<file path="src/rtl/dda_pkg.sv">
// dda_pkg: state type plus sizing and magnitude helpers shared by dda_multi_axis and dda_axis
package dda_pkg;
  typedef enum logic {IDLE, RUN} state_t;
  function automatic int slot_w(input int slots);
    return slots > 1 ? $clog2(slots) : 1;
  endfunction
  function automatic int acc_w(input int slots);
    return $clog2(2 * slots);
  endfunction
  function automatic longint mag_of(input longint v);
    return v < 0 ? -v : v;
  endfunction
  function automatic longint clamp(input longint m, input longint lim);
    return m > lim ? lim : m;
  endfunction
endpackage

</file>
<file path="src/rtl/dda_axis.sv">
// dda_axis: one DDA channel with active/shadow command, step/dir outputs; POS_COUNT_EN adds a position counter
module dda_axis
  import dda_pkg::*;
#(
  parameter int CMD_W = 16,
  parameter int SLOTS = 2500
`ifdef POS_COUNT_EN
  , parameter int POS_W = 32
`endif
) (
  input  logic             clk,
  input  logic             rst_n,
  input  logic [CMD_W-1:0] cmd,
  input  logic             wr_sh,
  input  logic             load_cmd,
  input  logic             load_sh,
  input  logic             tick,
  input  logic             slot_end,
  output logic             pulse,
  output logic             dir,
  output logic             sat_err
`ifdef POS_COUNT_EN
  , output logic [POS_W-1:0] pos
`endif
);
  localparam int AW = acc_w(SLOTS);
  logic [AW-1:0] acc, mag, sh_mag, cm, sum;
  logic sh_sign, csat, carry;
  longint am;
  assign am = mag_of(longint'(signed'(cmd)));
  assign csat = am > longint'(SLOTS);
  assign cm = AW'(clamp(am, longint'(SLOTS)));
  assign sum = acc + mag;
  assign carry = tick && sum >= AW'(SLOTS);
  always_ff @(posedge clk or negedge rst_n)
    if (!rst_n) begin
      acc <= '0;
      mag <= '0;
      sh_mag <= '0;
      sh_sign <= 1'b0;
      dir <= 1'b0;
      pulse <= 1'b0;
      sat_err <= 1'b0;
    end else begin
      if (wr_sh) begin
        sh_mag <= cm;
        sh_sign <= cmd[CMD_W-1];
      end
      if (load_cmd) begin
        mag <= cm;
        dir <= cmd[CMD_W-1];
        acc <= '0;
      end else if (load_sh) begin
        mag <= sh_mag;
        dir <= sh_sign;
        acc <= '0;
      end else if (tick)
        acc <= carry ? sum - AW'(SLOTS) : sum;
      pulse <= carry ? 1'b1 : slot_end ? 1'b0 : pulse;
      sat_err <= sat_err | ((wr_sh | load_cmd) & csat);
    end
`ifdef POS_COUNT_EN
  always_ff @(posedge clk or negedge rst_n)
    if (!rst_n) pos <= '0;
    else if (carry) pos <= dir ? pos - POS_W'(1) : pos + POS_W'(1);
`endif
endmodule

</file>
<file path="src/rtl/dda_multi_axis.sv">
// dda_multi_axis: multi-axis DDA step/dir generator with shared slot timing; POS_COUNT_EN exposes per-axis positions
module dda_multi_axis
  import dda_pkg::*;
#(
  parameter int N_AXES  = 3,
  parameter int CMD_W   = 16,
  parameter int CLK_DIV = 40,
  parameter int SLOTS   = 2500
`ifdef POS_COUNT_EN
  , parameter int POS_W = 32
`endif
) (
  input  logic                    clk,
  input  logic                    rst_n,
  input  logic [N_AXES*CMD_W-1:0] cmd_data,
  input  logic                    cmd_wr,
  output logic [N_AXES-1:0]       pulse,
  output logic [N_AXES-1:0]       dir,
  output logic                    busy,
  output logic                    period_done,
  output logic                    overrun,
  output logic [N_AXES-1:0]       sat_err
`ifdef POS_COUNT_EN
  , output logic [N_AXES*POS_W-1:0] pos
`endif
);
  localparam int PW = $clog2(2 * CLK_DIV);
  localparam int SW = slot_w(SLOTS);
  state_t state, state_n;
  logic [PW-1:0] ph;
  logic [SW-1:0] slot;
  logic pending, run, tick, end_slot, end_per, load_cmd, load_sh, wr_sh;
  assign run = state == RUN;
  assign busy = run;
  assign tick = run && ph == PW'(CLK_DIV - 1);
  assign end_slot = run && ph == PW'(2 * CLK_DIV - 1);
  assign end_per = end_slot && slot == SW'(SLOTS - 1);
  assign load_cmd = cmd_wr && (!run || end_per);
  assign load_sh = end_per && pending && !cmd_wr;
  assign wr_sh = cmd_wr && run && !end_per;
  always_ff @(posedge clk or negedge rst_n)
    if (!rst_n) state <= IDLE;
    else state <= state_n;
  always_comb begin
    state_n = state;
    state_n = !run ? (cmd_wr ? RUN : IDLE) : (end_per && !cmd_wr && !pending) ? IDLE : RUN;
  end
  always_ff @(posedge clk or negedge rst_n)
    if (!rst_n) begin
      ph <= '0;
      slot <= '0;
      pending <= 1'b0;
      overrun <= 1'b0;
      period_done <= 1'b0;
    end else begin
      ph <= (run && !end_slot) ? ph + PW'(1) : '0;
      slot <= (!run || end_per) ? '0 : end_slot ? slot + SW'(1) : slot;
      pending <= end_per ? 1'b0 : pending | wr_sh;
      overrun <= overrun | (wr_sh & pending);
      period_done <= end_per;
    end
  for (genvar g = 0; g < N_AXES; g++) begin : g_axis
    dda_axis #(
      .CMD_W(CMD_W),
      .SLOTS(SLOTS)
`ifdef POS_COUNT_EN
      , .POS_W(POS_W)
`endif
    ) u_axis (
      .clk(clk),
      .rst_n(rst_n),
      .cmd(cmd_data[g*CMD_W +: CMD_W]),
      .wr_sh(wr_sh),
      .load_cmd(load_cmd),
      .load_sh(load_sh),
      .tick(tick),
      .slot_end(end_slot),
      .pulse(pulse[g]),
      .dir(dir[g]),
      .sat_err(sat_err[g])
`ifdef POS_COUNT_EN
      , .pos(pos[g*POS_W +: POS_W])
`endif
    );
  end
endmodule

</file>
<file path="config.mk">
export PLATFORM = sky130hd
export DESIGN_NAME = dda_multi_axis
export DESIGN_NICKNAME = d
export VERILOG_FILES = /design/src/rtl/dda_pkg.sv /design/src/rtl/dda_axis.sv /design/src/rtl/dda_multi_axis.sv
export SDC_FILE = /design/constraint.sdc
export NUM_CORES = 1
export LEC_CHECK = 0
export ABC_AREA = 1
export ABC_CLOCK_PERIOD_IN_PS = 10250
export CAP_MARGIN = 10
export CORE_MARGIN = 4
export CORE_UTILIZATION = 28
export CTS_CLUSTER_SIZE = 8
export DETAILED_ROUTE_END_ITERATION = 6
export PLACE_DENSITY_LB_ADDON = 0.1
export REMOVE_ABC_BUFFERS = 1
export SETUP_SLACK_MARGIN = 0.05
export SKIP_LAST_GASP = 1
export SLEW_MARGIN = 10
export SYNTH_ARGS = -nofsm -noshare
export SYNTH_HDL_FRONTEND = slang
export SYNTH_HIERARCHICAL = 1
export SYNTH_SLANG_ARGS = --single-unit
</file>
<file path="constraint.sdc">
create_clock -name clk -period 10.25 [get_ports clk]
set_input_delay 1.025 -clock clk [delete_from_list [all_inputs] [get_ports clk]]
set_output_delay 1.025 -clock clk [all_outputs]
set_load 0.05 [all_outputs]
</file>
# After elaboration in Yosys (flattened, before gate mapping)
# Index checks and enable logic that the tools add are counted.
# totals
register_bits	152
inputBits	51
out_inout_bits	12
# classes
n_addsub	11
n_lt_le_gt_ge	9
n_eq_ne	3
mux	41
bitwise	10
n_reduce_logical	26
# ops
op	count
13-bit 2-to-1 mux	21
64-bit by 13-bit greater-than comparator with 1-bit output, second input constant	3
64-bit 2-to-1 mux	3
16-bit negation with 64-bit output	3
16-bit by 1-bit < comparator with 1-bit output, second input constant	3
13-bit adder	3
13-bit by 12-bit >= comparator with 1-bit output, second input constant	3
13-bit by 12-bit subtractor with 13-bit output, second input constant	3
12-bit 2-to-1 mux	2
1-bit logical AND	14
1-bit 2-to-1 mux	14
12-bit by 1-bit adder with 12-bit output, second input constant	1
12-bit equality test, second input constant	1
2-bit nonzero test	5
7-bit by 1-bit adder with 7-bit output, second input constant	1
7-bit by 6-bit equality test with 1-bit output, second input constant	1
7-bit equality test, second input constant	1
7-bit 2-to-1 mux	1
1-bit OR	6
1-bit logical NOT	5
1-bit bitwise AND	4
3-bit nonzero test	1
1-bit logical OR	1

# Longest topological paths before layout
# depth
word_depth	8
mapped_depth	19
ltp_nobuf	19

# Modules after synthesis
# The synthesis kept the hierarchy.
# modules_own_cells
module	n_inst	cells_each	area_each_um2
dda_axis	3	524	3485.8
dda_multi_axis	1	176	1347.5

# Worst setup path after synthesis
# Ideal clock, no wire load.
# synth_timing
path_kind	input-to-reg
from	input port cmd_wr
to	register g_axis[0].u_axis.acc[0]
arrival_time_ps	3343
t_required_ps	10129
path_slack_ps	6786
cell_stages	5
n_path_buf	0
path_cell_list	nor4_1 -> nor2_1 -> nand2_1 -> clkinv_1 -> a22o_1
# synth_between
elab_chain_len	4
word_cells_on_any_way	6
cone_classes	mux (2); reduce/logical (4)
# synth_lines
item	line_no	source
start: declaration	dda_multi_axis.sv:16	input logic cmd_wr,
1-bit logical NOT	dda_multi_axis.sv:39	assign load_sh = end_per && pending && !cmd_wr;
1-bit logical AND	dda_multi_axis.sv:39	
13-bit 2-to-1 mux	dda_axis.sv:53	end else if (load_sh) begin
13-bit 2-to-1 mux	dda_axis.sv:49	if (load_cmd) begin
end signal: assignment	dda_axis.sv:58	acc <= carry ? sum - AW'(SLOTS) : sum;
end: declaration	dda_axis.sv:27	logic [AW-1:0] acc, mag, sh_mag, cm, sum;
# Parallel ways exist; a longest one is shown, timed or not.
# A chain may end at the register's enable or synchronous reset.

# Final worst setup path
# layout_timing
from	register slot[0]
to	register g_axis[2].u_axis.acc[0]
# layout_between
word_cells_on_any_way	9
cone_classes	eq/ne (1); mux (2); reduce/logical (6)
# layout_rtl
item	line_no	source
start: declaration	dda_multi_axis.sv:31	logic [SW-1:0] slot;
start signal: assignment	dda_multi_axis.sv:57	slot <= (!run || end_per) ? '0 : end_slot ? slot + SW'(1) : slot;
12-bit equality test *	dda_multi_axis.sv:37	assign end_per = end_slot && slot == SW'(SLOTS - 1);
1-bit logical AND *	dda_multi_axis.sv:37	
net end_per	dda_multi_axis.sv:32	logic pending, run, tick, end_slot, end_per, load_cmd, load_sh, wr_sh;
1-bit logical OR *	dda_multi_axis.sv:38	assign load_cmd = cmd_wr && (!run || end_per);
1-bit logical AND *	dda_multi_axis.sv:38	
net load_cmd	dda_multi_axis.sv:32	
3-bit nonzero test (no line) / 13-bit 2-to-1 mux (equally long branches)	--	
end signal: assignment	dda_axis.sv:58	
end: declaration	dda_axis.sv:27	
# Mark *: on every way through the listed nets, which the timed path passes. The rest lies on a longest branch.

==> summary.txt <==
CTS
  – Post-CTS setup buffers: 0
  – CTS resizes: 0
  – CTS tree: done
  – Clock slew at reported path FFs: ~0.07 ns
  – CTS root buf: clkbuf_16
  – Clock Tree Buf Depth: 2
  – Total clock sinks: 152
  – CTS Hold Bufs: 0
  – Clk Latency, worst-skew pair: 0.44 ns
  – Total CTS buffers: 17
  – H-Tree Level Count: 4

Timing
  – Final setup vio count: 0
  – Hold Violations, Final: 0
  – Slew @ Worst Pin: 1.04 ns
  – Max Fclk: 0.287 GHz
  – Setup TNS: 0 ns
  – Relative slew margins: 30.3%
  – Fin crit period: 3.49 ns
  – Final period util: 34.0%
  – Setup repair after global routing missed its margin: no
  – Min setup slack post-route: just under 7 ns
  – Max-slew violations: 0
  – Clock Skews: 0.0130 ns

Power and ir drop
  – P_sw: 0.670 mW
  – Leakage power figure: slightly above 7 nW
  – Logic pwr share: 29.7%
  – PwrDens: approximately 130 mW/mm2
  – Seq pwr share: a little over a third
  – Sw Share: 37.0%
  – Clock share of power: 33.8%
  – Internal power: 1.14 mW
  – Max IR drop VDD: 0.000102 V

GRT
  – Antenna violations before repair: 1
  – First-pass GRT wire length: approximately 57,000 um
  – Total congestion overflow: 0
  – Met1 Track Usage GR: a little over a fifth
  – Met2 usage: a little over a quarter
  – Largest net degree at the start of global routing: 59
  – GR Util met3: 2.11%
  – Number of global-route vias before repair: between 10,000 and 15,000
  – Tot GR Track Use: approximately 16%
  – GRT busiest layer: met2

Critical path
  – Worst R2R End: g_axis[2].u_axis/acc[0]$_DFFE_PN0P_
  – Worst reg2reg path depth: 12
  – Worst setup EP type: register
  – Worst Setup Start Kind: register
  – WP data required: 10.58 ns
  – Crit path capture: g_axis[2].u_axis/acc[0]$_DFFE_PN0P_
  – Reg2Reg Setup Slack: 6.76 ns
  – Worst Path Max Fanout: 47
  – Arrival time at the worst endpoint: 3.81 ns
  – Type of the worst setup path: register to register
  – Reg-to-Reg Start: slot[0]$_DFFE_PN0P_
  – Worst setup startpoint: slot[0]$_DFFE_PN0P_

Yosys
  – Synth area leader: dfrtp_1
  – Syn avg cell area: 6.75 um2
  – Cells after Synth: approximately 1,700
  – Top-area cell type share of the netlist area: 32.2%
  – YS warnings: 6
  – Register area share after synthesis: 32.2%
  – Seq cells post-synth: 152
  – Area contributors post-synth: dfrtp_1 (32%), nand2_1 (19%), inv_1 (7.6%)
  – Ys async rst share: 100%
  – Post-synth EDFFs: 0
  – Top FF cell, synth: dfrtp_1
  – Synth unique cells: 45
  – Synthesized area: 0.0118 mm2

Final layout
  – Seq. cell area: 0.00380 mm2
  – Filler cell count: 4,498
  – Footprint of the multi-input gates: a little under 0.007 mm2
  – Synth-to-Final Area Change: 14.5%
  – # diodes: 0
  – Post-route insts no fill: 2,339
  – Share of cells above drive strength 1: 8.25%
  – Fin nets: 1,895

Place
  – Final HPWL DP: approximately 26,000 um
  – Setup slack after placement: 6.40 ns
  – Input/output buffers: 62
  – GP Congestion: 0.862
  – Cells after DPL: 2,307

Route
  – Drt total wl: 34,300 um
  – Vias per std cell: roughly 4.7
  – DRC viols: 0
  – First-pass DRT Iterations: 5
  – Routed WL per cell: approximately 15 um
  – Via count: 11,000
  – DRT iter0 DRCs: 658
  – Post-DRT Antenna Nets: 0

Flow run
  – Max-Cap Viols: 0

Run status
  – Outcome: completed

Die
  – Row count: 74
  – Die area: 0.0455 mm2
  – Num ports: 63
  – Die Y: 213 um
  – Die width: 213 um
  – Starting Density: 28.6%
  – Core box area: slightly above 0.04 mm2

Worst hold path
  – Worst min path class: register to register
  – Worst hold path cell count: 2
==> worst max-delay path: stages, from the launching register on <==
cell and delay (ns):
dfrtp_1 0.40, ha_1 0.30, inv_1 0.09, nor2_1 0.14
nand3_2 0.23, nor2_4 0.21, nor2_4 0.09, nor2_4 0.11
buf_4 0.49, nor2_1 0.40, nand2_1 0.27, clkinv_1 0.33
a22o_1 0.30
==> how the worst min path moves through the flow <==
stage,end,from
floorplan,ph[0]$_DFF_PN0_,ph[0]$_DFF_PN0_
finish,overrun$_DFF_PN0_,overrun$_DFF_PN0_
global route,g_axis[2].u_axis/sh_mag[5]$_DFFE_PN0P_,g_axis[2].u_axis/sh_mag[5]$_DFFE_PN0P_
global placement,overrun$_DFF_PN0_,overrun$_DFF_PN0_
CTS,ph[0]$_DFF_PN0_,ph[0]$_DFF_PN0_
detailed placement,overrun$_DFF_PN0_,overrun$_DFF_PN0_
==> metrics by stage <==
step	utilization (%)	instance area [um2]	power, mW	hold WS (ns)
after floorplan	-	11600	1.06	0.433
after global routing	32.7	13500	1.94	0.498
final	32.7	13500	1.81	0.467
after global placement	31.4	13000	1.21	0.450
after CTS	32.7	13500	1.84	0.478
after detailed placement	31.4	13000	1.21	0.461
==> state kept, by name, indices dropped and copies added (netlist names) <==
| signal | cells |
|---|---|
| g_axis.u_axis/sh_sign | 3 |
| g_axis.u_axis/sat_err | 3 |
| g_axis.u_axis/mag | 39 |
| g_axis.u_axis/acc | 39 |
| pending | 1 |
| g_axis.u_axis/sh_mag | 39 |
| g_axis.u_axis/pulse | 3 |
| g_axis.u_axis/dir | 3 |
| busy | 1 |
| slot | 12 |
| ph | 7 |
| overrun | 1 |
| period_done | 1 |
==> synth_stat cells, types with 14 or more instances <==
library cell and number:
nand4_1 73, xor2_1 44, xnor2_1 15, inv_1 238
o21ai_0 36, nor2_1 116, nand2_2 31, ha_1 47
dfrtp_1 152, nor3_1 14, nand3_1 174, a21oi_1 28
nand2_1 600, clkbuf_1 24
==> routing by layer <==
metal	vias up	routed length, um	share of wire (%)
met4	0	362	1.1
met5	-	0	0
met3	22	856	2.5
li1	5688	-	-
met1	5085	16500	48
met2	164	16600	48
==> power by group through the flow <==
stage	Clock [mW]	Combinational [mW]	Sequential, mW
after CTS	0.640	0.543	0.662
final	0.612	0.538	0.661
after global routing	0.662	0.612	0.665
after detailed placement	0	0.541	0.673
after global placement	0	0.541	0.673
after floorplan	0	0.387	0.669
==> layout make-up <==
type                    count  share of cell area, %
multi-input cells        1298                   50.6
flip-flops and latches    152                   28.1
inverters                 255                   7.19
clock buffers              18                   3.25
repair buffers             70                   5.05
clock inverters            14                  0.852
well taps                 532                   4.93
==> layout by cell type, fill, tap and decap left out, drive strengths merged, types with 8 or more instances in the layout <==
cell type        n
nand2          637
inv            259
nand3          186
dfrtp          152
nor2           131
nand4           79
clkdlybuf4s50   61
o21ai           56
ha              47
xor2            44
a21oi           32
clkbuf          18
xnor2           15
nor3            15
o31ai           12
nand3b          10
buf              9
clkinv           8
==> cell families (layout without fill, tap and decap cells) <==
| family | Yosys count | in the layout | synth area share (%) |
|---|---|---|---|
| adder cells (fa/ha/maj) | 50 | 50 | 5.49 |
| flip-flops | 152 | 152 | 32.2 |
| AO/OA/AOI/OAI | 115 | 115 | 6.27 |
| AND/OR/NAND/NOR | 1074 | 1074 | 41.5 |
| buffers and inverters | 298 | 357 | 10.2 |
| XOR/XNOR | 59 | 59 | 4.38 |
Note: power is estimated with default switching activity, not from simulation.
